`config.mk`:
```
export PLATFORM = sky130hd
export DESIGN_NAME = baud_tick_gen_flat
export DESIGN_NICKNAME = d
export VERILOG_FILES = /design/src/rtl/baud_tick_gen_if.sv /design/src/rtl/baud_tick_gen.sv /design/src/flat_wrapper.sv
export SDC_FILE = /design/constraint.sdc
export NUM_CORES = 1
export LEC_CHECK = 0
export CAP_MARGIN = 20
export CORE_MARGIN = 2
export CORE_UTILIZATION = 56
export CTS_CLUSTER_DIAMETER = 200
export DETAILED_ROUTE_END_ITERATION = 8
export DONT_BUFFER_PORTS = 1
export GPL_TIMING_DRIVEN = 0
export PLACE_DENSITY = 0.68
export SLEW_MARGIN = 20
export SYNTH_ARGS = -nofsm -noshare
export SYNTH_HDL_FRONTEND = slang
export SYNTH_SLANG_ARGS = --single-unit
```
`constraint.sdc`:
```
create_clock -name clk_100MHz -period 3.7 [get_ports clk_100MHz]
set_clock_uncertainty 0.2 [all_clocks]
set_input_delay 0.37 -clock clk_100MHz [delete_from_list [all_inputs] [get_ports clk_100MHz]]
set_output_delay 0.37 -clock clk_100MHz [all_outputs]
set_load 0.03 [all_outputs]
```
`src/rtl/baud_tick_gen_if.sv`:
```
// Divisor update channel for baud_tick_gen: a requested integer/fractional
// divisor pair moved with a valid/ready handshake.
interface baud_tick_gen_if #(
  parameter int DIV_W  = 16,
  parameter int FRAC_W = 4
) ();
  logic [DIV_W-1:0]  div_int;
  logic [FRAC_W-1:0] div_frac;
  logic              div_valid;
  logic              div_ready;

  modport master (
    output div_int,
    output div_frac,
    output div_valid,
    input  div_ready
  );

  modport slave (
    input  div_int,
    input  div_frac,
    input  div_valid,
    output div_ready
  );
endinterface

```
`src/rtl/baud_tick_gen.sv`:
```
// Fractional baud tick generator: oversample tick plus bit tick, with a divisor
// shadow applied on bit boundaries. Define BAUD_RESYNC_EN to add the resync input.
module baud_tick_gen #(
  parameter int DIV_W            = 16,
  parameter int FRAC_W           = 4,
  parameter int OVERSAMPLE       = 16,
  parameter int DEFAULT_DIV_INT  = 651,
  parameter int DEFAULT_DIV_FRAC = 1
) (
  input  logic                clk_100MHz,
  input  logic                reset,
  input  logic                en,
`ifdef BAUD_RESYNC_EN
  input  logic                resync,
`endif
  baud_tick_gen_if.slave      div_if,
  output logic                tick,
  output logic                bit_tick,
  output logic [DIV_W-1:0]    cur_div_int,
  output logic [FRAC_W-1:0]   cur_div_frac
);

  localparam int SUB_W = (OVERSAMPLE > 2) ? $clog2(OVERSAMPLE) : 1;
  localparam logic [DIV_W-1:0]  MIN_DIV  = DIV_W'(2);
  localparam logic [DIV_W-1:0]  RST_INT  = DIV_W'(DEFAULT_DIV_INT);
  localparam logic [FRAC_W-1:0] RST_FRAC = FRAC_W'(DEFAULT_DIV_FRAC);
  localparam logic [SUB_W-1:0]  SUB_LAST = SUB_W'(OVERSAMPLE - 1);
  localparam logic [SUB_W-1:0]  SUB_MID  = SUB_W'(OVERSAMPLE / 2);

  if (OVERSAMPLE < 2 || (OVERSAMPLE & (OVERSAMPLE - 1)) != 0) begin : g_bad_oversample
    $error("OVERSAMPLE must be a power of two and at least 2");
  end

  typedef enum logic {
    UPD_IDLE,
    UPD_PENDING
  } upd_state_e;

  upd_state_e        upd_q, upd_d;
  logic [DIV_W-1:0]  cnt_q, cnt_d;
  logic [FRAC_W-1:0] acc_q, acc_d;
  logic              extra_q, extra_d;
  logic [SUB_W-1:0]  sub_q, sub_d;
  logic [DIV_W-1:0]  shadow_int_q, shadow_int_d;
  logic [FRAC_W-1:0] shadow_frac_q, shadow_frac_d;
  logic [DIV_W-1:0]  act_int_q, act_int_d;
  logic [FRAC_W-1:0] act_frac_q, act_frac_d;

  logic [DIV_W:0]    limit;
  logic [FRAC_W:0]   acc_sum;
  logic              period_end;
  logic              bit_end;
  logic              resync_hit;
  logic              accept;
  logic              apply;

  // The carry from the previous period stretches this one by a single cycle.
  assign limit      = {1'b0, act_int_q} + {{DIV_W{1'b0}}, extra_q};
  assign acc_sum    = {1'b0, acc_q} + {1'b0, act_frac_q};
  assign period_end = en && ({1'b0, cnt_q} == (limit - (DIV_W+1)'(1)));
  assign bit_end    = period_end && (sub_q == SUB_LAST);

`ifdef BAUD_RESYNC_EN
  assign resync_hit = en && resync;
`else
  assign resync_hit = 1'b0;
`endif

  // A resync suppresses the pulses but not the bit boundary used for apply.
  assign tick     = period_end && !resync_hit;
  assign bit_tick = bit_end && !resync_hit;

  assign div_if.div_ready = (upd_q == UPD_IDLE);
  assign accept = div_if.div_valid && (upd_q == UPD_IDLE);
  assign apply  = (upd_q == UPD_PENDING) && (!en || bit_end);

  assign cur_div_int  = act_int_q;
  assign cur_div_frac = act_frac_q;

  always_comb begin
    // NOTE: every variable gets its hold value first, so no path leaves one unassigned and infers a latch.
    cnt_d         = cnt_q;
    acc_d         = acc_q;
    extra_d       = extra_q;
    sub_d         = sub_q;
    upd_d         = upd_q;
    shadow_int_d  = shadow_int_q;
    shadow_frac_d = shadow_frac_q;
    act_int_d     = act_int_q;
    act_frac_d    = act_frac_q;

    if (!en) begin
      cnt_d   = '0;
      acc_d   = '0;
      extra_d = 1'b0;
      sub_d   = '0;
    end else if (resync_hit) begin
      cnt_d   = '0;
      acc_d   = '0;
      extra_d = 1'b0;
      sub_d   = SUB_MID;
    end else if (period_end) begin
      cnt_d   = '0;
      acc_d   = acc_sum[FRAC_W-1:0];
      extra_d = acc_sum[FRAC_W];
      sub_d   = sub_q + SUB_W'(1);
    end else begin
      cnt_d   = cnt_q + DIV_W'(1);
    end

    if (accept) begin
      shadow_int_d  = (div_if.div_int < MIN_DIV) ? MIN_DIV : div_if.div_int;
      shadow_frac_d = div_if.div_frac;
      upd_d         = UPD_PENDING;
    end

    // The new divisor starts from a clean fractional phase.
    if (apply) begin
      act_int_d  = shadow_int_q;
      act_frac_d = shadow_frac_q;
      acc_d      = '0;
      extra_d    = 1'b0;
      upd_d      = UPD_IDLE;
    end
  end

  always_ff @(posedge clk_100MHz) begin
    // NOTE: state registers use non-blocking assignments so every flop samples pre-edge values.
    if (reset) begin
      upd_q         <= UPD_IDLE;
      cnt_q         <= '0;
      acc_q         <= '0;
      extra_q       <= 1'b0;
      sub_q         <= '0;
      shadow_int_q  <= RST_INT;
      shadow_frac_q <= RST_FRAC;
      act_int_q     <= RST_INT;
      act_frac_q    <= RST_FRAC;
    end else begin
      upd_q         <= upd_d;
      cnt_q         <= cnt_d;
      acc_q         <= acc_d;
      extra_q       <= extra_d;
      sub_q         <= sub_d;
      shadow_int_q  <= shadow_int_d;
      shadow_frac_q <= shadow_frac_d;
      act_int_q     <= act_int_d;
      act_frac_q    <= act_frac_d;
    end
  end

endmodule

```
`src/flat_wrapper.sv`:
```
// flat-port wrapper written by rule: the top's interface ports become plain ports
module baud_tick_gen_flat 
#(
  parameter int DIV_W            = 16,
  parameter int FRAC_W           = 4,
  parameter int OVERSAMPLE       = 16,
  parameter int DEFAULT_DIV_INT  = 651,
  parameter int DEFAULT_DIV_FRAC = 1
)
  (clk_100MHz, reset, en, tick, bit_tick, cur_div_int, cur_div_frac, div_if_div_int, div_if_div_frac, div_if_div_valid, div_if_div_ready);
  baud_tick_gen_if #(.DIV_W(DIV_W), .FRAC_W(FRAC_W)) div_if_i ();
  input  logic clk_100MHz;
  input  logic reset;
  input  logic en;
  output logic tick;
  output logic bit_tick;
  output logic [DIV_W-1:0] cur_div_int;
  output logic [FRAC_W-1:0] cur_div_frac;
  input wire logic [$bits(div_if_i.div_int)-1:0] div_if_div_int;
  input wire logic [$bits(div_if_i.div_frac)-1:0] div_if_div_frac;
  input wire logic [$bits(div_if_i.div_valid)-1:0] div_if_div_valid;
  output wire logic [$bits(div_if_i.div_ready)-1:0] div_if_div_ready;
  assign div_if_i.div_int = div_if_div_int;
  assign div_if_i.div_frac = div_if_div_frac;
  assign div_if_i.div_valid = div_if_div_valid;
  assign div_if_div_ready = div_if_i.div_ready;
  baud_tick_gen #(.DIV_W(DIV_W), .FRAC_W(FRAC_W), .OVERSAMPLE(OVERSAMPLE), .DEFAULT_DIV_INT(DEFAULT_DIV_INT), .DEFAULT_DIV_FRAC(DEFAULT_DIV_FRAC)) u_core (.clk_100MHz(clk_100MHz), .reset(reset), .en(en), .div_if(div_if_i), .tick(tick), .bit_tick(bit_tick), .cur_div_int(cur_div_int), .cur_div_frac(cur_div_frac));
endmodule
```
**After elaboration in Yosys (flattened, before gate mapping)**

Cells that the tools add are included.

- Flip-flop bits (word level): 66
- Bits of input ports: 24

- $add $sub $neg: 5
- Magnitude comparators: 1
- Eq/ne operators: 2
- Mux-type cells: 1
- Bitwise gates (word level): 2
- Reductions and logical operators: 10

Operators with widths:

| operator | count |
|---|---|
| adder 16 x 1 -> 17 bit | 1 |
| equality test 16 x 17 -> 1 bit | 1 |
| subtractor 17 x 1 -> 17 bit (second input constant) | 1 |
| adder 16 x 1 -> 16 bit (second input constant) | 1 |
| < comparator 16 x 2 -> 1 bit (second input constant) | 1 |
| 2-to-1 mux 16 bit | 1 |
| OR reduction 3 bit | 2 |
| adder 4 x 4 -> 5 bit | 1 |
| adder 4 x 1 -> 4 bit (second input constant) | 1 |
| equality test 4 bit (second input constant) | 1 |
| logical AND 1 bit | 4 |
| OR reduction 2 bit | 2 |
| NOT 1 bit | 2 |
| zero test 1 bit | 1 |
| logical OR 1 bit | 1 |

**Logic depth before layout (Yosys ltp)**

- Depth in word-level cells: 8
- Depth in mapped cells: 13

**Least setup slack after synthesis**

No wires, ideal clock.

- Path kind: flip-flop to flip-flop
- From: register u_core.act_int_q[0], in the netlist u_core.cur_div_int[0]
- To: register u_core.upd_q
- Setup time: 123 ps
- Arrival time: 3394 ps
- Setup slack: -17 ps
- Stages on the path, launching flop included: 12
- Period minus slack after synthesis: 3717 ps
- Path through: dfxtp_1 > inv_1 > ha_1 > ha_1 > nor3b_1 > nand2_1 > a211o_1 > nor4_1 > o211ai_1 > nor4_1 > o21ai_0 > nor2b_1

- Longest elaborated chain between the ends: 8

Ends and longest elaborated chain:

| what | RTL line | source |
|---|---|---|
| start, declared | baud_tick_gen.sv:46 | `logic [DIV_W-1:0] act_int_q, act_int_d;` |
| start signal, assigned | baud_tick_gen.sv:147 | `act_int_q <= act_int_d;` |
| adder 16 x 1 -> 17 bit | baud_tick_gen.sv:58 | `assign limit = {1'b0, act_int_q} + {{DIV_W{1'b0}}, extra_q};` |
| subtractor 17 x 1 -> 17 bit | baud_tick_gen.sv:60 | `assign period_end = en && ({1'b0, cnt_q} == (limit - (DIV_W+1)'(1)));` |
| equality test 16 x 17 -> 1 bit | baud_tick_gen.sv:60 |  |
| logical AND 1 bit | baud_tick_gen.sv:60 |  |
| logical AND 1 bit | baud_tick_gen.sv:61 | `assign bit_end = period_end && (sub_q == SUB_LAST);` |
| via bit_tick | flat_wrapper.sv:16 | `output logic bit_tick;` |
| logical OR 1 bit | baud_tick_gen.sv:75 | `assign apply = (upd_q == UPD_PENDING) && (!en \|\| bit_end);` |
| logical AND 1 bit | baud_tick_gen.sv:75 |  |
| OR reduction 2 bit (no line) | n/a |  |
| end signal, assigned | baud_tick_gen.sv:140 | `upd_q <= upd_d;` |
| end, declared | baud_tick_gen.sv:39 | `upd_state_e upd_q, upd_d;` |

The timed path passes the listed nets, and every way through them passes these cells.
A chain may end at the register's enable or synchronous reset.

**Worst setup path in the final report**

- From: register u_core.act_int_q[0], in the netlist u_core.cur_div_int[0]
- To: output port tick

- Longest elaborated chain between the ends: 4

Ends and longest elaborated chain:

| what | RTL line | source |
|---|---|---|
| adder 16 x 1 -> 17 bit | baud_tick_gen.sv:58 |  |
| subtractor 17 x 1 -> 17 bit | baud_tick_gen.sv:60 |  |
| equality test 16 x 17 -> 1 bit | baud_tick_gen.sv:60 |  |
| logical AND 1 bit | baud_tick_gen.sv:60 |  |
| end, declared | flat_wrapper.sv:15 | `output logic tick;` |

No other way between the ends.

==> metrics.md <==
| Metric | Value |
|---|---|
| Normalized max-slew margin | `57.0%` |
| Required @ worst endpoint | `3130 ps` |
| Sw Ratio | `23.8%` |
| All-Layer GR Usage | `24.1%` |
| Maximum clock frequency | `279 MHz` |
| DRT Pass-1 Iters | `4` |
| Clock buffer depth | `2` |
| Clock slew at reported path FFs | `80 ps` |
| Die H | `82.3 um` |
| CP Buf/Inv Count | `3` |
| CTS sink count | `66` |
| Worst Setup Path Type | `reg -> out` |
| Min Tclk post-route | `3590 ps` |
| Most frequent CP cell | `or3_1` |
| Initial Util | `58.0%` |
| # H-tree levels | `3` |
| Layout cell share with drive strength beyond 1 | `10.5%` |
| Warnings, synthesis | `0` |
| CTS Buf Count | `9` |
| Boundary pin count | `47` |
| Detailed placement HPWL | `5610 um` |
| HP Start | `en` |
| Inserted Diodes | `0` |
| Worst setup path startpoint | `u_core.cur_div_int[0]` |
| Final period util | `96.9%` |
| Vias in the first global route | `2582` |
| Die area | `0.00677 mm^2` |
| Gate power share | `7.1%` |
| Leak | `1.62 nW` |
| Crit-path cells | `inv_1 -> ha_2 -> nor4b_4 -> a21oi_1 -> or3_1 -> a221o_1 -> o21bai_2 -> or3_1 -> buf_4 -> inv_4` |
| Syn_nets | `435` |
| Seq cells post-synth | `66` |
| Grt total ovfl | `0` |
| Root buf cell | `clkbuf_8` |
| Vias per cell | `5.40` |
| Internal power | `0.00120 W` |
| Post-synth EDFFs | `0` |
| Area grow syn2layout | `18.8%` |
| Most used DFF post-synth | `dfxtp_1` |
| Hold slack | `90.2 ps` |
| Final core utilization | `68.9%` |
| First-pass GRT wire length | `12300 um` |
| # DRC | `0` |
| Finish-stage setup viols | `0` |
| Part of the Yosys area used for sequential elements | `38.5%` |
| Max VDD drop | `0.271 mV` |
| DIE WIDTH | `82.3 um` |
| Area share of the largest cell type after synthesis | `38.5%` |
| Critical Path AT | `3020 ps` |
| DRT Wirelength | `7760 um` |
| R2r startpoint | `u_core.cur_div_int[0]` |
| Initial antenna violation count | `0` |
| Outcome | `complete, no violations` |
| Setup crit end kind | `primary output` |
| Syn Area/Cell | `8.54 um^2` |
| NetSw | `0.000376 W` |
| Netlist cell types | `49` |
| Total number of vias | `2815` |
| PortBufs | `0` |
| GPL Wtd Cong | `0.801` |
| Setup TNS | `0 ps` |
| Largest net degree at the start of global routing | `13` |
| Post-route ant nets | `0` |
| Worst hold path class | `in -> reg` |
| Nets | `474` |
| Slew Limit Fails | `0` |
| CTS tree | `built` |
| Synth area leader | `dfxtp_1` |
| 1st-iter DRT viols | `124` |
| Power share of the sequential group | `47.7%` |
| Worst-Margin Slew | `645 ps` |
| Final Hold Fails | `0` |
| Asr flop ratio synth | `0%` |
| Core area | `0.00592 mm^2` |
| PD cells | `387 mW/mm^2` |
| Power, Total | `0.00158 W` |
| CP Max Fanout | `8` |
| WL per Instance | `14.9 um` |
| Cell count after synthesis | `402` |
| Largest stage delay, worst path | `390 ps` |
| Startpoint Class | `flop` |
| Most area-consuming cells after synthesis | `dfxtp_1 38%, mux2i_1 6.7%, nand2_1 5.7%` |
| Maximum Capacitance Violations | `0` |
| Fill cell instance count of the final layout | `481` |
| Cell Area, Synth | `0.00343 mm^2` |
| Row count | `28` |
| CP max stage cell | `dfxtp_4` |
| R2R setup slack | `230 ps` |
| Later-pin clock latency in the skew report | `340 ps` |
| CP top delay family | `simple AND/OR/NAND/NOR gates` |
| Clock share of power | `45.1%` |
==> state kept, by name, indices dropped and copies added, names as in the netlist <==
name                  cells
u_core.sub_q              4
u_core.acc_q              4
u_core.shadow_int_q      16
u_core.upd_q              1
u_core.shadow_frac_q      4
u_core.cur_div_frac       4
u_core.extra_q            1
u_core.cnt_q             16
u_core.cur_div_int       16
==> timing repair <==
action                                  CTS  global route
hold buffers                             20             0
hold endpoints to repair                 20             0
endpoints found under the setup margin   42             2
buffers inserted                          5             3
gates resized for setup                   5            12
pin swaps                                 2             2
gates cloned                              0             0
==> worst reg2reg max path: stages (launching register included) <==
cell and delay (ps):
dfxtp_4 390, inv_1 80, ha_2 200, ha_2 210, nor3b_4 280, nand2_1 120, a211o_1 300, nor4_2 150
o211ai_1 230, buf_4 200, buf_4 130, nor4_4 290, buf_4 190, buf_4 130, mux2i_1 190, nor2_1 60
==> per-stage QoR <==
stage | area (um^2) | setup slack [ps] | instances
finish | 4080 | 115 | 521
global route | 4080 | -16.3 | 521
CTS | 4030 | 0.522 | 518
detailed placement | 3530 | -311 | 477
global placement | 3530 | -293 | 477
floorplan | 3440 | 368 | 402
==> logic make-up (layout without fill, tap and decap cells) <==
group,Yosys count,in the layout,synth area share [%]
muxes,23,23,6.71
adders and majority gates,9,9,3.50
DFF,66,66,38.5
and+or+nand+nor,187,187,29.3
buffers and inverters,35,79,4.56
AOI/OAI and AO/OA,48,48,8.79
xor gates and xnor gates,34,34,8.68
==> synth_stat cells, drive strengths merged (3+ instances only) <==
library cell,count
ha,8
nand2,52
nor3b,3
or3,4
nor4,7
a211oi,3
dfxtp,66
nor2,39
clkbuf,15
and3,7
a21oi,24
nand3,12
mux2i,23
nand3b,8
nor2b,5
inv,13
and4,4
nor3,5
nand2b,30
xnor2,17
nand4,3
xor2,17
buf,7
o21ai,9
==> final cells by class <==
class	instances	area (um^2)	area share, %
Clock buffer	11	151	3.71
Inverter	13	51.3	1.26
Buffer	22	111	2.73
Timing Repair Buffer	28	260	6.38
Sequential cell	66	1330	32.6
Clock inverter	5	85.1	2.09
Multi-Input combinational cell	301	2000	49.0
Tap cell	75	93.8	2.30
==> per-layer routing <==
metal / global-route usage, % / vias to the layer above / share of wire (%) / wire length, um
li1: - / 1446 / - / -
met3: 5.87 / 15 / 4.7 / 365
met1: 30.2 / 1289 / 46 / 3550
met2: 40.5 / 65 / 48 / 3700
met4: 8.00 / 0 / 1.8 / 140
met5: 0 / - / 0 / 0
==> power by group through the flow <==
stage	clock network [W]	logic, W	registers, W
floorplan	0	0.0000761	0.000765
global placement	0	0.0000920	0.000769
detailed placement	0	0.0000944	0.000770
CTS	0.000717	0.000111	0.000754
global route	0.000748	0.000125	0.000756
finish	0.000712	0.000113	0.000753
==> path summary, 6_finish.rpt <==
check                            end  depth (start not counted)
min reg2reg  u_core.shadow_int_q[15]                          2
max                             tick                         10
max reg2reg          u_core.acc_q[1]                         15
min                     u_core.upd_q                          3
==> placed cells by master (no fill, tap or decap), types with 8 or more instances in the layout <==
| master | n |
|---|---|
| dlygate4sd3_1 | 20 |
| buf_4 | 9 |
| nand3_1 | 12 |
| clkbuf_8 | 11 |
| nor2_1 | 39 |
| dfxtp_1 | 63 |
| mux2i_1 | 23 |
| nand3b_1 | 8 |
| xnor2_1 | 17 |
| nand2b_1 | 30 |
| clkbuf_1 | 14 |
| inv_1 | 12 |
| xor2_1 | 17 |
| o21ai_0 | 9 |
| a21oi_1 | 24 |
| nand2_1 | 52 |
Power figures use the tool's default switching activity.
